**src/rtl/oled_spi_rx_if.sv**
```systemverilog
// Pipelined wishbone bus bundle for the OLED serial-link receiver.
// The slave modport is the receiver side; the master modport is the CPU/DMA side.
interface oled_spi_rx_if;
    logic        i_wb_cyc;
    logic        i_wb_stb;
    logic        i_wb_we;
    logic [1:0]  i_wb_addr;
    logic [31:0] i_wb_data;
    logic        o_wb_ack;
    logic        o_wb_stall;
    logic [31:0] o_wb_data;

    modport slave (
        input  i_wb_cyc, i_wb_stb, i_wb_we, i_wb_addr, i_wb_data,
        output o_wb_ack, o_wb_stall, o_wb_data
    );

    modport master (
        output i_wb_cyc, i_wb_stb, i_wb_we, i_wb_addr, i_wb_data,
        input  o_wb_ack, o_wb_stall, o_wb_data
    );
endinterface

```
**src/rtl/oled_spi_rx.sv**
```systemverilog
// Write-only OLED serial-link receiver: deserialises {dbit, byte} into a FIFO drained over wishbone.
// Optional push counters on register 2 are enabled by defining OLED_SPI_RX_BYTECOUNT_EN.
module oled_spi_rx #(
    parameter int LGFIFO      = 5,
    parameter int IDLE_CYCLES = 64
) (
    input  logic         i_clk,
    input  logic         i_reset,
    oled_spi_rx_if.slave wb,
    input  logic         i_sck,
    input  logic         i_mosi,
    input  logic         i_dbit,
    output logic         o_int
);
    localparam int DEPTH = 1 << LGFIFO;
    localparam int IW    = $clog2(IDLE_CYCLES);
    localparam logic [IW-1:0]   IDLE_MAX  = IW'(IDLE_CYCLES - 1);
    localparam logic [IW-1:0]   IDLE_PRE  = IW'(IDLE_CYCLES - 2);
    localparam logic [LGFIFO:0] FULL_FILL = (LGFIFO + 1)'(DEPTH);

    logic sck_s1, sck_s2, sck_prev;
    logic mosi_s1, mosi_s2;
    logic dbit_s1, dbit_s2;
    logic rise;

    logic [6:0]    sreg;
    logic [2:0]    bitcnt;
    logic [IW-1:0] idle_cnt;
    logic          idle_hit;
    logic          push_req;
    logic [8:0]    push_word;

    logic [8:0]    mem [DEPTH];
    logic [LGFIFO:0] wr_ptr, rd_ptr, fill;
    logic          empty, full, push_ok, pop, flush;
    logic          overflow, frame_err;

    logic          req, rd_req, wr_req;
    logic [31:0]   read_word;
    logic          unused_bits;

    // SCK resets to its idle-high level so leaving reset never fakes a rising edge.
    always_ff @(posedge i_clk) begin
        if (i_reset) begin
            sck_s1   <= 1'b1;
            sck_s2   <= 1'b1;
            sck_prev <= 1'b1;
            mosi_s1  <= 1'b0;
            mosi_s2  <= 1'b0;
            dbit_s1  <= 1'b0;
            dbit_s2  <= 1'b0;
        end else begin
            sck_s1   <= i_sck;
            sck_s2   <= sck_s1;
            sck_prev <= sck_s2;
            mosi_s1  <= i_mosi;
            mosi_s2  <= mosi_s1;
            dbit_s1  <= i_dbit;
            dbit_s2  <= dbit_s1;
        end
    end

    assign rise      = sck_s2 && !sck_prev;
    assign push_req  = rise && (bitcnt == 3'd7);
    assign push_word = {dbit_s2, sreg, mosi_s2};
    assign idle_hit  = sck_s2 && !rise && (idle_cnt == IDLE_PRE);

    always_ff @(posedge i_clk) begin
        if (i_reset) begin
            sreg   <= '0;
            bitcnt <= '0;
        end else if (rise) begin
            sreg   <= {sreg[5:0], mosi_s2};
            bitcnt <= bitcnt + 3'd1;
        end else if (idle_hit) begin
            bitcnt <= '0;
        end
    end

    // Saturates at IDLE_CYCLES-1 so a long idle period triggers resync only once.
    always_ff @(posedge i_clk) begin
        if (i_reset || rise || !sck_s2)
            idle_cnt <= '0;
        else if (idle_cnt != IDLE_MAX)
            idle_cnt <= idle_cnt + 1'b1;
    end

    assign req    = wb.i_wb_cyc && wb.i_wb_stb;
    assign rd_req = req && !wb.i_wb_we;
    assign wr_req = req && wb.i_wb_we;

    assign fill    = wr_ptr - rd_ptr;
    assign empty   = (fill == '0);
    assign full    = (fill == FULL_FILL);
    assign pop     = rd_req && (wb.i_wb_addr == 2'd1) && !empty;
    assign flush   = wr_req && (wb.i_wb_addr == 2'd0) && wb.i_wb_data[31];
    assign push_ok = push_req && (!full || pop);

    always_ff @(posedge i_clk) begin
        if (push_ok)
            mem[wr_ptr[LGFIFO-1:0]] <= push_word;
    end

    // Flushing moves rd to the pre-push wr, so a byte landing on the same clock survives.
    always_ff @(posedge i_clk) begin
        if (i_reset) begin
            wr_ptr <= '0;
            rd_ptr <= '0;
        end else begin
            if (push_ok)
                wr_ptr <= wr_ptr + 1'b1;
            if (flush)
                rd_ptr <= wr_ptr;
            else if (pop)
                rd_ptr <= rd_ptr + 1'b1;
        end
    end

    always_ff @(posedge i_clk) begin
        if (i_reset) begin
            overflow  <= 1'b0;
            frame_err <= 1'b0;
        end else begin
            if (wr_req && wb.i_wb_addr == 2'd0 && wb.i_wb_data[18])
                overflow <= 1'b0;
            if (push_req && full && !pop)
                overflow <= 1'b1;
            if (wr_req && wb.i_wb_addr == 2'd0 && wb.i_wb_data[19])
                frame_err <= 1'b0;
            if (idle_hit && bitcnt != 3'd0)
                frame_err <= 1'b1;
        end
    end

`ifdef OLED_SPI_RX_BYTECOUNT_EN
    logic [15:0] cmd_count, data_count;
    logic        count_clr;

    assign count_clr = wr_req && (wb.i_wb_addr == 2'd2);

    always_ff @(posedge i_clk) begin
        if (i_reset || count_clr) begin
            cmd_count  <= '0;
            data_count <= '0;
        end else if (push_ok) begin
            if (push_word[8] && data_count != 16'hFFFF)
                data_count <= data_count + 16'd1;
            if (!push_word[8] && cmd_count != 16'hFFFF)
                cmd_count <= cmd_count + 16'd1;
        end
    end
`endif

    always_comb begin
        read_word = '0;
        if (rd_req) begin
            case (wb.i_wb_addr)
                2'd0: read_word = {12'h0, frame_err, overflow, full, empty,
                                   {(16 - LGFIFO - 1){1'b0}}, fill};
                2'd1: if (!empty) read_word = {1'b1, 22'h0, mem[rd_ptr[LGFIFO-1:0]]};
`ifdef OLED_SPI_RX_BYTECOUNT_EN
                2'd2: read_word = {data_count, cmd_count};
`endif
                default: read_word = '0;
            endcase
        end
    end

    always_ff @(posedge i_clk) begin
        if (i_reset) begin
            wb.o_wb_ack  <= 1'b0;
            wb.o_wb_data <= '0;
            o_int        <= 1'b0;
        end else begin
            wb.o_wb_ack  <= req;
            wb.o_wb_data <= read_word;
            o_int        <= !empty;
        end
    end

    assign wb.o_wb_stall = 1'b0;
    assign unused_bits   = ^{wb.i_wb_data[30:20], wb.i_wb_data[17:0]};
endmodule

```
**src/flat_wrapper.sv**
```systemverilog
// flat-port wrapper written by rule: the top's interface ports become plain ports
module oled_spi_rx_flat 
#(
    parameter int LGFIFO      = 5,
    parameter int IDLE_CYCLES = 64
)
  (i_clk, i_reset, i_sck, i_mosi, i_dbit, o_int, wb_i_wb_cyc, wb_i_wb_stb, wb_i_wb_we, wb_i_wb_addr, wb_i_wb_data, wb_o_wb_ack, wb_o_wb_stall, wb_o_wb_data);
  oled_spi_rx_if wb_i ();
  input  logic i_clk;
  input  logic i_reset;
  input  logic i_sck;
  input  logic i_mosi;
  input  logic i_dbit;
  output logic o_int;
  input wire logic [$bits(wb_i.i_wb_cyc)-1:0] wb_i_wb_cyc;
  input wire logic [$bits(wb_i.i_wb_stb)-1:0] wb_i_wb_stb;
  input wire logic [$bits(wb_i.i_wb_we)-1:0] wb_i_wb_we;
  input wire logic [$bits(wb_i.i_wb_addr)-1:0] wb_i_wb_addr;
  input wire logic [$bits(wb_i.i_wb_data)-1:0] wb_i_wb_data;
  output wire logic [$bits(wb_i.o_wb_ack)-1:0] wb_o_wb_ack;
  output wire logic [$bits(wb_i.o_wb_stall)-1:0] wb_o_wb_stall;
  output wire logic [$bits(wb_i.o_wb_data)-1:0] wb_o_wb_data;
  assign wb_i.i_wb_cyc = wb_i_wb_cyc;
  assign wb_i.i_wb_stb = wb_i_wb_stb;
  assign wb_i.i_wb_we = wb_i_wb_we;
  assign wb_i.i_wb_addr = wb_i_wb_addr;
  assign wb_i.i_wb_data = wb_i_wb_data;
  assign wb_o_wb_ack = wb_i.o_wb_ack;
  assign wb_o_wb_stall = wb_i.o_wb_stall;
  assign wb_o_wb_data = wb_i.o_wb_data;
  oled_spi_rx #(.LGFIFO(LGFIFO), .IDLE_CYCLES(IDLE_CYCLES)) u_core (.i_clk(i_clk), .i_reset(i_reset), .wb(wb_i), .i_sck(i_sck), .i_mosi(i_mosi), .i_dbit(i_dbit), .o_int(o_int));
endmodule
```
**config.mk**
```make
export PLATFORM = sky130hd
export DESIGN_NAME = oled_spi_rx_flat
export DESIGN_NICKNAME = d
export VERILOG_FILES = /design/src/rtl/oled_spi_rx_if.sv /design/src/rtl/oled_spi_rx.sv /design/src/flat_wrapper.sv
export SDC_FILE = /design/constraint.sdc
export NUM_CORES = 1
export LEC_CHECK = 0
export CORE_ASPECT_RATIO = 2
export CORE_MARGIN = 2
export CORE_UTILIZATION = 55
export DETAILED_ROUTE_END_ITERATION = 7
export PLACE_DENSITY_LB_ADDON = 0.2
export SETUP_SLACK_MARGIN = 0.05
export SLEW_MARGIN = 5
export SYNTH_ARGS = -nofsm -noshare
export SYNTH_HDL_FRONTEND = slang
export SYNTH_SLANG_ARGS = --single-unit
```
**constraint.sdc**
```tcl
create_clock -name i_clk -period 3.6 [get_ports i_clk]
set_clock_uncertainty 0.05 [all_clocks]
set_input_delay 0.72 -clock i_clk [delete_from_list [all_inputs] [get_ports i_clk]]
set_output_delay 0.72 -clock i_clk [all_outputs]
set_load 0.01 [all_outputs]
```
==> impl_metrics.env <==
export IMPL_rr_worst_depth=9
export IMPL_vias_per_cell=5.88
export IMPL_finalCritPeriodShare_pct=90.7
export IMPL_synth_area_um2=13800
export IMPL_fp_dieH_um=228
export IMPL_reg2reg_slack_ns=0.34
export IMPL_area_growth_syn_to_layout_pct=13.3
export IMPL_totalWireLength_um=27900
export IMPL_syn_inst=755
export IMPL_synth_area_leader_cell="edfxtp_1"
export IMPL_setup_tns_ns=0
export IMPL_clock_path_buffers=3
export IMPL_antenna_found_initial=0
export IMPL_tightest_slew_ns=1.28
export IMPL_power_leakage_nw=4.99
export IMPL_io_buffers=28
export IMPL_hp_class="flop to flop"
export IMPL_ir_worst_vdd_uv=605
export IMPL_ys_warn_count=0
export IMPL_cp_top_family="simple AND/OR/NAND/NOR gates"
export IMPL_critPathMaxStageDelay_ns=0.76
export IMPL_critPathLaunch="u_core.rd_ptr[4]"
export IMPL_die_area_um2=26500
export IMPL_grt_max_degree=51
export IMPL_required_ns=3.71
export IMPL_multi_input_area_um2=3720
export IMPL_gp_congestion=0.820
export IMPL_cp_common_cell="o211ai_2"
export IMPL_num_fill_cells=1828
export IMPL_fin_area_um2=15600
export IMPL_grt_total_usage_pct=21.9
export IMPL_finalSetupViolCount=0
export IMPL_fmax_ghz=0.306
export IMPL_ys_ff_latch=346
export IMPL_drive_gt1_share_pct=22.1
export IMPL_synth_cell_types=57
export IMPL_cts_hold_fix_buffers=0
export IMPL_crit_fanout=9
export IMPL_grt_ovfl_total=0
export IMPL_wl_per_cell_um=23.8
export IMPL_status="finished clean"
export IMPL_slowest_stage="nor2_1"
export IMPL_antenna_cells=0
export IMPL_critPathKind="flop to flop"
export IMPL_synth_commonest_cells="288 x edfxtp_1, 90 x mux4_2, 58 x dfxtp_1"
export IMPL_synth_flop_cell="edfxtp_1"
export IMPL_worstSkewPairLatency_ns=0.57
export IMPL_drc=0
export IMPL_critPathLaunchType="flop"
export IMPL_path_buf_inv=2
export IMPL_timing_rr_start="u_core.rd_ptr[4]"
export IMPL_die_w_um=116
export IMPL_drtPass1Iterations=5
export IMPL_dp_final_hpwl_um=18100
export IMPL_cts_root_buffer="clkbuf_16"
export IMPL_ios=77
export IMPL_clkSinkCount=346
export IMPL_post_cts_buffers=0
export IMPL_cp_num_cells=9
export IMPL_grt_pass1_wl_um=42700
export IMPL_maxCapViolCount=0
export IMPL_async_flop_share_pct=0
export IMPL_period_needed_ns=3.26
export IMPL_cts_htree_levels=1
export IMPL_hold_viol_final=0
export IMPL_final_nets=872
export IMPL_rows=82
export IMPL_tritoncts="yes"
export IMPL_yosysMostFrequentCell="edfxtp_1"
export IMPL_timing_rr_end="u_core.mem[24][1]"
export IMPL_grt_pass1_vias=7109
export IMPL_p_per_area_nw_per_um2=501
export IMPL_initial_core_util_pct=55.6
export IMPL_drt_iter0_drc=626
export IMPL_worstPathArrival_ns=3.38
export IMPL_ys_top_cells_by_area="edfxtp_1 63%, mux4_2 15%, dfxtp_1 8.4%, ha_1 1.4%, nor2_1 1.2%"
export IMPL_synth_edf_count=288
export IMPL_antenna_left=0
export IMPL_cts_inserted_buffers=29
export IMPL_cp_endpoint="u_core.mem[24][1]"
export IMPL_synth_seq_area_share_pct=71.1
export IMPL_slew_headroom_pct=14.5
export IMPL_core_um2=24800
export IMPL_clk_transition_reported_paths_ns=0.07
export IMPL_vias=6897
export IMPL_cts_resized=0
export IMPL_regArea_um2=9820
export IMPL_post_dp_cell_area_um2=14600
export IMPL_slew_viol_final=0
export IMPL_avgSynthCellArea_um2=18.3
export IMPL_path_cells="inv_1, ha_1, and2_1, o21a_1, a31o_2, o211ai_2, o211ai_2, buf_4, nor2_1"
export IMPL_synth_top_cell_area_share_pct=62.6
export IMPL_worst_setup_path_end_kind="flop"
export IMPL_rsz0062_at_grt="no"
## power by group
part	internal, W	switching, W
clock network	0.00202	0.00138
registers	0.00429	0.0000191
logic	0.0000519	0.0000659
## how the worst min path moves through the flow
stage	start	to	slack, ns	depth (start not counted)
2_1_floorplan	u_core.sck_s1	u_core.sck_s2	0.34	1
3_3_place_gp	u_core.sck_s1	u_core.sck_s2	0.35	1
3_5_place_dp	u_core.sck_s1	u_core.sck_s2	0.36	1
4_1_cts	u_core.sck_s1	u_core.sck_s2	0.38	1
5_1_grt	u_core.sck_s1	u_core.sck_s2	0.40	1
6_report	u_core.sck_s1	u_core.sck_s2	0.38	1
## worst register-to-register path, cell delays in order, from the launching register on
cell	delay [ns]
dfxtp_1	0.37
inv_1	0.11
ha_1	0.33
and2_1	0.16
o21a_1	0.16
a31o_2	0.22
o211ai_2	0.39
o211ai_2	0.12
buf_4	0.20
nor2_1	0.77
## cell usage in the layout, fill, tap and decap left out, types with 14 or more instances in the layout
cell type,instances
a21oi_1,16
buf_4,31
clkbuf_16,29
clkdlybuf4s50_1,28
conb_1,19
dfxtp_1,55
edfxtp_1,288
ha_1,15
inv_1,14
mux4_2,90
nand2_1,31
nor2_1,44
nor2b_1,21
## routing by layer
layer | GRT usage [%] | share of wire, % | wire (um) | vias to the layer above
li1 | - | - | - | 3097
met1 | 30.7 | 41 | 11400 | 3564
met2 | 35.3 | 51 | 14200 | 188
met3 | 2.42 | 4.2 | 1160 | 48
met4 | 9.19 | 4.1 | 1150 | 0
met5 | 0 | 0 | 0 | -
## logic make-up after synthesis
family	after synthesis	share of synthesized area [%]
AO/OA/AOI/OAI	61	3.15
XOR/XNOR	8	0.508
adder cells (fa/ha/maj)	16	1.50
buffers and inverters	66	2.46
flip-flops	346	71.1
multiplexers	104	15.7
other	1	0.0272
AND/OR/NAND/NOR	153	5.57
## per-stage QoR
step	std cells	util, %	hold slack, ns	setup slack, ns	total power (W)
floorplan	773	-	0.339	0.778	0.00448
global placement	1119	58.7	0.353	0.323	0.00451
detailed placement	1119	58.7	0.359	0.293	0.00451
CTS	1173	63.0	0.384	0.299	0.00788
global route	1173	63.0	0.403	0.0787	0.00803
finish	1173	63.0	0.376	0.336	0.00783
## cell type report
| type | count | area share (%) |
|---|---|---|
| sequential | 346 | 62.8 |
| multi-input combinational | 361 | 23.8 |
| clock buffer | 40 | 5.23 |
| timing repair buffer | 62 | 3.66 |
| tap | 336 | 2.69 |
| clock inverter | 14 | 1.50 |
| inverter | 14 | 0.336 |
## state kept, by name (all words and copies together) (netlist names), 3 cells and up, named ones only
| register | cells |
|---|---|
| u_core.bitcnt | 3 |
| u_core.idle_cnt | 6 |
| u_core.mem | 288 |
| u_core.rd_ptr | 6 |
| u_core.sreg | 7 |
| u_core.wb.o_wb_data | 14 |
| u_core.wr_ptr | 6 |
(Power assumes the default switching activity.)
